**config.mk**
```make
export PLATFORM = sky130hd
export DESIGN_NAME = uart_tx_core
export DESIGN_NICKNAME = d
export VERILOG_FILES = /design/src/rtl/uart_tx_pkg.sv /design/src/rtl/uart_tx_serializer.sv /design/src/rtl/uart_tx_core.sv
export SDC_FILE = /design/constraint.sdc
export NUM_CORES = 1
export LEC_CHECK = 0
export BUFFER_PORTS_ARGS = -buffer_cell sky130_fd_sc_hd__buf_2
export CORE_UTILIZATION = 58
export CTS_CLUSTER_SIZE = 8
export DETAILED_ROUTE_END_ITERATION = 10
export GPL_TIMING_DRIVEN = 0
export PLACE_DENSITY = 0.81
export SLEW_MARGIN = 20
export SYNTH_ARGS = -nofsm -noshare
export SYNTH_HDL_FRONTEND = slang
export SYNTH_SLANG_ARGS = --single-unit
```
**constraint.sdc**
```tcl
create_clock -name CLK -period 3.65 [get_ports CLK]
set_input_delay 0 -clock CLK [delete_from_list [all_inputs] [get_ports CLK]]
set_output_delay 0 -clock CLK [all_outputs]
set_load 0.01 [all_outputs]
```
**src/rtl/uart_tx_pkg.sv**
```systemverilog
// Shared types and line-level constants for the UART transmitter.
package uart_tx_pkg;

  typedef enum logic [2:0] {
    StIdle,
    StStart,
    StData,
    StParity,
    StStop
  } tx_state_e;

  localparam logic ParEven  = 1'b0;
  localparam logic ParOdd   = 1'b1;
  localparam logic StartBit = 1'b0;
  localparam logic StopBit  = 1'b1;

endpackage

```
**src/rtl/uart_tx_serializer.sv**
```systemverilog
// Data shift register and bit counter for one UART frame; emits bits LSB first.
module uart_tx_serializer
  import uart_tx_pkg::*;
#(
  parameter int unsigned DATA_WIDTH = 8
) (
  input  logic                  clk_i,
  input  logic                  rst_ni,
  input  logic                  load_i,
  input  logic [DATA_WIDTH-1:0] data_i,
  input  logic                  shift_i,
  output logic                  bit_o,
  output logic                  done_o
);

  localparam int unsigned CntW = (DATA_WIDTH > 1) ? $clog2(DATA_WIDTH) : 1;

  logic [DATA_WIDTH-1:0] shreg_q, shreg_d;
  logic [CntW-1:0]       cnt_q, cnt_d;

  always_comb begin
    shreg_d = shreg_q;
    cnt_d   = cnt_q;
    if (load_i) begin
      shreg_d = data_i;
      cnt_d   = '0;
    end else if (shift_i) begin
      shreg_d = shreg_q >> 1;
      cnt_d   = cnt_q + 1'b1;
    end
  end

  always_ff @(posedge clk_i or negedge rst_ni) begin
    if (!rst_ni) begin
      shreg_q <= '0;
      cnt_q   <= '0;
    end else begin
      shreg_q <= shreg_d;
      cnt_q   <= cnt_d;
    end
  end

  assign bit_o  = shreg_q[0];
  assign done_o = (cnt_q == CntW'(DATA_WIDTH - 1));

endmodule

```
**src/rtl/uart_tx_core.sv**
```systemverilog
// UART transmitter: start bit, data LSB first, optional parity, stop bit; one bit per CLK.
module uart_tx_core
  import uart_tx_pkg::*;
#(
  parameter int unsigned DATA_WIDTH = 8
) (
  input  logic                  CLK,
  input  logic                  RST,
  input  logic [DATA_WIDTH-1:0] P_DATA,
  input  logic                  DATA_VALID,
  input  logic                  PAR_EN,
  input  logic                  PAR_TYP,
  output logic                  TX_OUT,
  output logic                  BUSY
);

  tx_state_e state_q;
  logic      par_en_q;
  logic      par_bit_q;
  logic      tx_q;
  logic      busy_q;
  logic      accept;
  logic      shift;
  logic      ser_bit;
  logic      ser_done;

  // The stop state also accepts so a held request starts the next frame with no idle gap.
  assign accept = DATA_VALID && ((state_q == StIdle) || (state_q == StStop));
  assign shift  = (state_q == StData);

  uart_tx_serializer #(
    .DATA_WIDTH(DATA_WIDTH)
  ) u_serializer (
    .clk_i  (CLK),
    .rst_ni (RST),
    .load_i (accept),
    .data_i (P_DATA),
    .shift_i(shift),
    .bit_o  (ser_bit),
    .done_o (ser_done)
  );

  always_ff @(posedge CLK or negedge RST) begin
    if (!RST) begin
      state_q   <= StIdle;
      par_en_q  <= 1'b0;
      par_bit_q <= 1'b0;
      tx_q      <= StopBit;
      busy_q    <= 1'b0;
    end else begin
      if (accept) begin
        par_en_q  <= PAR_EN;
        par_bit_q <= (^P_DATA) ^ (PAR_TYP == ParOdd);
      end
      unique case (state_q)
        StIdle: begin
          tx_q   <= StopBit;
          busy_q <= 1'b0;
          if (accept) state_q <= StStart;
        end
        StStart: begin
          tx_q    <= StartBit;
          busy_q  <= 1'b1;
          state_q <= StData;
        end
        StData: begin
          tx_q   <= ser_bit;
          busy_q <= 1'b1;
          if (ser_done) state_q <= par_en_q ? StParity : StStop;
        end
        StParity: begin
          tx_q    <= par_bit_q;
          busy_q  <= 1'b1;
          state_q <= StStop;
        end
        StStop: begin
          tx_q    <= StopBit;
          busy_q  <= 1'b1;
          state_q <= accept ? StStart : StIdle;
        end
        default: begin
          tx_q    <= StopBit;
          busy_q  <= 1'b0;
          state_q <= StIdle;
        end
      endcase
    end
  end

  assign TX_OUT = tx_q;
  assign BUSY   = busy_q;

endmodule

```
==> results.txt, run 1 <==
CP Launch Type: register
VDD IR max: 389 uV
Drt total wl: 1610 um
Core Box Area: 1510 um2
Max-cap viol count: 0
Via count of the routed design: 676
Final ANT Viol Nets: 0
Yosys reg bits: 18
Layout Skew: 0.00836 ns
Hold Path Origin: P_DATA[6]
Mapped Area: 945 um2
Final hold slack: 0.0169 ns
Unrepaired setup endpoints after global routing: no
Via/cell ratio: 5.45
Area leader, netlist: dfrtp_1
Vias in the first global route: 658
Outcome: finished clean
Pwr dens: 765 nW/um2
Syn nets: 103
Total GRT Usage: 21.1%
Worst-Skew Late Latency: 0.29 ns
CP Capture Type: register
Part of the power in registers: 41.2%
Share of cells above drive strength 1: 25.9%
Dominant cells by area after synthesis: dfrtp_1 (45%), a21oi_1 (6.4%), mux2i_1 (6.4%), xnor2_1 (5.6%), nor2_1 (4.8%)
CP max FO: 10
FP Rows: 14
Mapped Avg Cell Area: 10.7 um2
ANT cells: 0
LEAKAGE: 0.499 nW
Initial DRC count: 6
Nets@finish: 124
Worst rel slew slack: 74.3%
Final count of pins violating max slew: 0
First-pass GRT wire length: 2730 um
Share of the synthesized area in the top cell type: 45.0%
WL per Instance: 13.0 um
FFs w/ async S/R, synth: 100%
Worst EP required: 3.87 ns
DR DRC count: 0
Worst Hold Path Cells: 3
Comb power frac: 46.4%
GP Congestion: 0.769
Drt first pass iters: 3
TritonCTS clock tree: built
DPL Wire Length: 1160 um
Type of the worst setup path: register to register
Sequential area share after synthesis: 47.8%
Crit-path max cell delay: 0.37 ns
Cell area after layout: 1080 um2
Area Growth Syn to Fin: 14.4%
Die height: 42.4 um
Hold crit path type: input pin to register
GR Overflow Total: 0
Port Buffer Count: 14
Top delay family on crit path: buffers and inverters
Clock Tree Buf Depth: 2
Post-cts hold buffer count: 2
Critical path's slowest cell: dfrtp_1
Final setup TNS: 0 ns
Worst-path clk slew: 0.10 ns
Fill count: 120
Chip Width: 42.4 um
Clock share of power: 12.4%
CP Cell Sequence: buf_2 > nand2b_1 > a21oi_2 > buf_4 > nor2_1 > a21oi_1
Fmax: 686 MHz
Critical Path AT: 1.68 ns
Sinks on the clock net: 18
H-Tree Depth: 1
Worst r2r src: state_q[2]$_DFFE_PN0P_
Sw Pwr: 0.000305 W
Final Hold Fails: 0
Cells after Synth: 88
EDFF count, synth: 0
Dpl cell area: 1030 um2
Post_cts resized: 0
Tcrit/Tclk final: 40.0%
Die area: 1790 um2
Multi-input gate area: 448 um2
Int Power: 0.000523 W
Final setup violation count: 0
Tightest Pin Transition: 0.386 ns
Final min period: 1.46 ns
TritonCTS Buffers: 3
Yosys Warn Count: 0
Initial Utilization: 62.7%
Largest net degree at the start of global routing: 19
Yosys cell types: 26
CP bufs+invs: 2
Min-Delay Endpoint: u_serializer.shreg_q[6]$_DFFE_PN0P_
Reg2Reg Depth: 6
Setup bufs post-CTS: 0
Ports: 15
FF-to-FF setup slack: 2.19 ns
Initial antenna violation count: 0
Reg2reg end: u_serializer.shreg_q[4]$_DFFE_PN0P_
CTS root buf: clkbuf_4
Sw frac: 36.8%
Top_reg_cell synth: dfrtp_1
FF/Latch Area: 452 um2
## sequential cells by signal, indices dropped and copies added (netlist names)
register / count
BUSY: 1
TX_OUT: 1
par_bit_q: 1
par_en_q: 1
state_q: 3
u_serializer.cnt_q: 3
u_serializer.shreg_q: 8
## synthesized netlist by cell type, types with 2 or more instances
library cell / count
buf_4: 2
xnor2_1: 6
o21ai_0: 2
nor2_1: 12
inv_1: 4
dfrtp_1: 17
a21oi_1: 12
ha_1: 2
mux2_2: 2
a22o_1: 5
buf_2: 3
mux2i_1: 6
nand2b_1: 2
## cell type report
class                      instances  area share, %
inverter                           4           1.39
clock buffer                       4           2.43
multi-input combinational         61           41.4
sequential                        18           41.8
buffer                             5           2.78
timing repair buffer              16           8.33
tap                               16           1.85
## per-stage QoR
stage / total power [W] / setup WS (ns) / instances / utilization (%)
final: 0.000827 / 2.19 / 124 / 71.8
after global routing: 0.000895 / 2.07 / 124 / 71.8
after CTS: 0.000832 / 2.19 / 124 / 71.8
after detailed placement: 0.000727 / 2.20 / 118 / 68.7
after global placement: 0.000708 / 2.28 / 118 / 68.7
after floorplan: 0.000641 / 2.35 / 88 / -
## placed cells by master (no fill, tap or decap)
master         instances
nand2_1                1
mux2_2                 2
buf_4                  2
dlygate4sd3_1          2
xnor2_1                6
dfrtp_1               17
or3_1                  1
mux2_4                 1
o21ai_0                2
o21a_1                 1
buf_2                 17
inv_1                  4
clkbuf_1               1
xnor3_1                1
mux2i_1                6
o21bai_1               1
nand3b_1               1
nand2b_1               2
a22o_1                 5
nor3b_2                1
xor2_1                 1
dfstp_2                1
clkbuf_4               3
o22ai_1                1
a21oi_1               12
nor2_1                12
a311o_1                1
ha_1                   2
a21oi_2                1
## worst max path at each step
stage / cells past startpoint / slack (ns) / endpoint / startpoint
finish: 6 / 2.19 / u_serializer.shreg_q[4]$_DFFE_PN0P_ / state_q[2]$_DFFE_PN0P_
global route: 6 / 2.07 / u_serializer.shreg_q[4]$_DFFE_PN0P_ / state_q[2]$_DFFE_PN0P_
CTS: 6 / 2.19 / u_serializer.shreg_q[4]$_DFFE_PN0P_ / state_q[2]$_DFFE_PN0P_
detailed placement: 6 / 2.20 / u_serializer.shreg_q[4]$_DFFE_PN0P_ / state_q[2]$_DFFE_PN0P_
global placement: 6 / 2.28 / u_serializer.shreg_q[6]$_DFFE_PN0P_ / state_q[2]$_DFFE_PN0P_
floorplan: 4 / 2.35 / u_serializer.cnt_q[2]$_DFFE_PN0P_ / u_serializer.cnt_q[0]$_DFFE_PN0P_
## power by group through the flow
stage	Combinational [W]	Sequential, W	Clock [W]
final	0.000384	0.000341	0.000103
after global routing	0.000428	0.000352	0.000114
after CTS	0.000386	0.000341	0.000105
after detailed placement	0.000383	0.000345	0
after global placement	0.000366	0.000342	0
after floorplan	0.000300	0.000341	0
## worst reg2reg max path, cell delays in order (launching register included)
cell	delay, ns
dfrtp_1	0.37
buf_2	0.17
nand2b_1	0.21
a21oi_2	0.26
buf_4	0.22
nor2_1	0.06
a21oi_1	0.12
## logic make-up after synthesis
| family | after synthesis | share of synthesized area, % |
|---|---|---|
| AND/OR/NAND/NOR | 18 | 9.27 |
| AO/OA/AOI/OAI | 24 | 16.3 |
| adder cells (fa/ha/maj) | 2 | 2.65 |
| buffers and inverters | 9 | 4.77 |
| multiplexers | 9 | 10.3 |
| XOR/XNOR | 8 | 8.87 |
| flip-flops | 18 | 47.8 |
## per-layer routing
layer,wire length (um),up-vias,track usage (%)
li1,-,347,-
met2,697,12,31.1
met5,0,-,0
met1,821,312,28.0
met3,54,5,6.47
met4,36,0,11.3
(Power assumes the default switching activity.)
==> run 2: changes to the inputs <==
CORE_UTILIZATION = 48   (was 58)
PLACE_DENSITY = 0.72   (was 0.81)
clock period = 1.3 ns   (was 3.65 ns; I/O delays follow)
==> run 2 against run 1 <==
Against the previous run: routed wire length up 40%; cell area increased by 16%; flip-flop and latch count stayed put; first-iteration DRC count grew 33%; clock skew shrank 0.0071 ns; sequential power increased to 3.0 times the previous value; worst hold slack improved by 0.022 ns; the run now ends with negative setup slack left; via count grew 14%; worst setup slack worse by 2.2 ns.
==> results.txt, run 2 (synthesized netlist as in run 1, its figures left out) <==
Outcome: finished with violations (was finished clean)
Failing checks: negative setup slack
Pwr dens: 2270 nW/um2 (was 765 nW/um2)
Cell area after layout: 1250 um2 (was 1080 um2)
Clock Tree Buf Depth: 2 (unchanged)
Setup ws final: -0.0356 ns (was 2.19 ns)
Reg2Reg Depth: 4 (was 6)
CP Capture Type: register (unchanged)
DPL Wire Length: 1190 um (was 1160 um)
Via count of the routed design: 773 (was 676)
Commonest non-fill, non-tap cell in the layout: buf_2
Non-Filler Instances: 141 (was 124)
Sw frac: 37.8% (was 36.8%)
Multi-input gate area: 527 um2 (was 448 um2)
Drt total wl: 2250 um (was 1610 um)
Sinks on the clock net: 18 (unchanged)
Flip-flop count of the largest register after layout: 8 (unchanged)
Drt first pass iters: 4 (was 3)
Core Box Area: 1780 um2 (was 1510 um2)
CP Launch Type: register (unchanged)
Fmax: 749 MHz (was 686 MHz)
Fill count: 128 (was 120)
Port Buffer Count: 14 (unchanged)
Final core occ: 70.3% (was 71.8%)
Area Growth Syn to Fin: 32.7% (was 14.4%)
FF/Latch Area: 454 um2 (was 452 um2)
ANT cells: 0 (unchanged)
Ports: 15 (unchanged)
FP Rows: 15 (was 14)
Die area: 2150 um2 (was 1790 um2)
Hold crit path type: input pin to register (unchanged)
Die height: 46.4 um (was 42.4 um)
CTS root buf: clkbuf_4 (unchanged)
WL per Instance: 15.9 um (was 13.0 um)
Initial Utilization: 53.0% (was 62.7%)
Tcrit/Tclk final: 103% (was 40.0%)
Final hold slack: 0.0386 ns (was 0.0169 ns)
Final Power: 0.00284 W (was 0.000827 W)
Unrepaired setup endpoints after global routing: yes (was no)
Worst-Skew Late Latency: 0.29 ns (about the same)
Critical Path AT: 1.52 ns (was 1.68 ns)
VDD IR max: 1460 uV (was 389 uV)
CP Cell Sequence: nor3b_4 > buf_6 > mux2i_4 > a21oi_2 (was buf_2 > nand2b_1 > a21oi_2 > buf_4 > nor2_1 > a21oi_1)
Crit-path max cell delay: 0.48 ns (was 0.37 ns)
Largest net degree at the start of global routing: 19 (unchanged)
Dpl cell area: 1050 um2 (was 1030 um2)
Critical path's slowest cell: dfrtp_2 (was dfrtp_1)
Largest Register: u_serializer.shreg_q (unchanged)
CP max FO: 5 (was 10)
Type of the worst setup path: register to register (unchanged)
GP Congestion: 0.740 (was 0.769)
Final setup violation count: 4 (was 0)
Initial antenna violation count: 0 (unchanged)
Most frequent cells in the layout: buf_2 (16), dfrtp_1 (15), nor2_1 (11), a21oi_1 (10), buf_4 (9) (was dfrtp_1 (17), buf_2 (17), a21oi_1 (12), nor2_1 (12))
Int Power: 0.00177 W (was 0.000523 W)
Final min period: 1.34 ns (was 1.46 ns)
Tightest Pin Transition: 0.408 ns (was 0.386 ns)
Final ANT Viol Nets: 0 (unchanged)
TritonCTS Buffers: 3 (unchanged)
Vias in the first global route: 606 (was 658)
Final Hold Fails: 0 (unchanged)
TritonCTS clock tree: built (unchanged)
Layout Skew: 0.00130 ns (was 0.00836 ns)
Total GRT Usage: 19.2% (was 21.1%)
Share of cells above drive strength 1: 43.1% (was 25.9%)
Comb power frac: 51.6% (was 46.4%)
Placed insts: 127 (was 118)
H-Tree Depth: 1 (unchanged)
Largest registers: u_serializer.shreg_q x8, state_q x3, u_serializer.cnt_q x3 (unchanged)
Part of the power in registers: 36.3% (was 41.2%)
Max-cap viol count: 0 (unchanged)
Worst EP required: 1.48 ns (was 3.87 ns)
Final count of pins violating max slew: 0 (unchanged)
Nets@finish: 132 (was 124)
Initial DRC count: 8 (was 6)
Chip Width: 46.4 um (was 42.4 um)
First-pass GRT wire length: 2790 um (was 2730 um)
Worst Hold Path Cells: 3 (unchanged)
DR DRC count: 0 (unchanged)
LEAKAGE: 0.559 nW (was 0.499 nW)
Sw Pwr: 0.00107 W (was 0.000305 W)
GR Overflow Total: 0 (unchanged)
Worst-path clk slew: 0.10 ns (about the same)
Worst rel slew slack: 72.8% (was 74.3%)
Via/cell ratio: 5.48 (was 5.45)
Clock share of power: 12.1% (was 12.4%)
-- run 2: power by group through the flow --
stage          combinational (W)  clock, W  sequential (W)
2_1_floorplan           0.000844         0        0.000957
3_5_place_dp             0.00107         0        0.000972
3_3_place_gp             0.00104         0        0.000960
5_1_grt                  0.00159  0.000381         0.00105
4_1_cts                  0.00122  0.000351        0.000962
6_report                 0.00147  0.000345         0.00103
-- run 2: worst max-delay path: cells and delay by family (launching register included) --
family                 cells  cell delay [ns]
DFF                        1             0.48
and+or+nand+nor            1             0.26
muxes                      1             0.24
buffers and inverters      1             0.18
AOI/OAI and AO/OA          1             0.07
-- run 2: what timing repair did --
action,in CTS,in global routing
buffers inserted,5,3
endpoints found under the setup margin,10,12
endpoints found under the hold margin,19,0
cloned,0,2
resized for setup,5,18
pin swaps,5,9
hold buffers,2,0
-- run 2: routing by layer --
layer	wire length (um)	track usage, %	vias up
li1	-	-	361
met4	21	8.82	0
met1	993	25.7	384
met3	92	5.10	2
met2	1140	28.6	26
met5	0	0	-
-- run 2: path summary, 6_finish.rpt --
check	from	end	slack, ns
max reg2reg	state_q[1]$_DFFE_PN0P_	u_serializer.shreg_q[3]$_DFFE_PN0P_	-0.04
max	state_q[1]$_DFFE_PN0P_	u_serializer.shreg_q[3]$_DFFE_PN0P_	-0.04
max in group asynchronous	RST	TX_OUT$_DFF_PN1_	0.82
min in group asynchronous	RST	u_serializer.shreg_q[4]$_DFFE_PN0P_	0.16
min	P_DATA[0]	u_serializer.shreg_q[0]$_DFFE_PN0P_	0.04
min reg2reg	u_serializer.shreg_q[7]$_DFFE_PN0P_	u_serializer.shreg_q[7]$_DFFE_PN0P_	0.53
-- run 2: cell type report --
class / instances / share of cell area, %
Sequential cell: 18 / 36.2
Clock buffer: 4 / 2.89
Timing Repair Buffer: 25 / 12.4
Multi-Input combinational cell: 61 / 42.0
Buffer: 4 / 2.79
Tap cell: 25 / 2.50
Inverter: 4 / 1.20
-- run 2: per-stage QoR --
step	setup TNS, ns	setup WS [ns]
after floorplan	0	0.00157
after global placement	-0.566	-0.0885
after detailed placement	-0.672	-0.102
after global routing	-0.330	-0.0559
after CTS	-0.0120	-0.0105
final	-0.0835	-0.0356
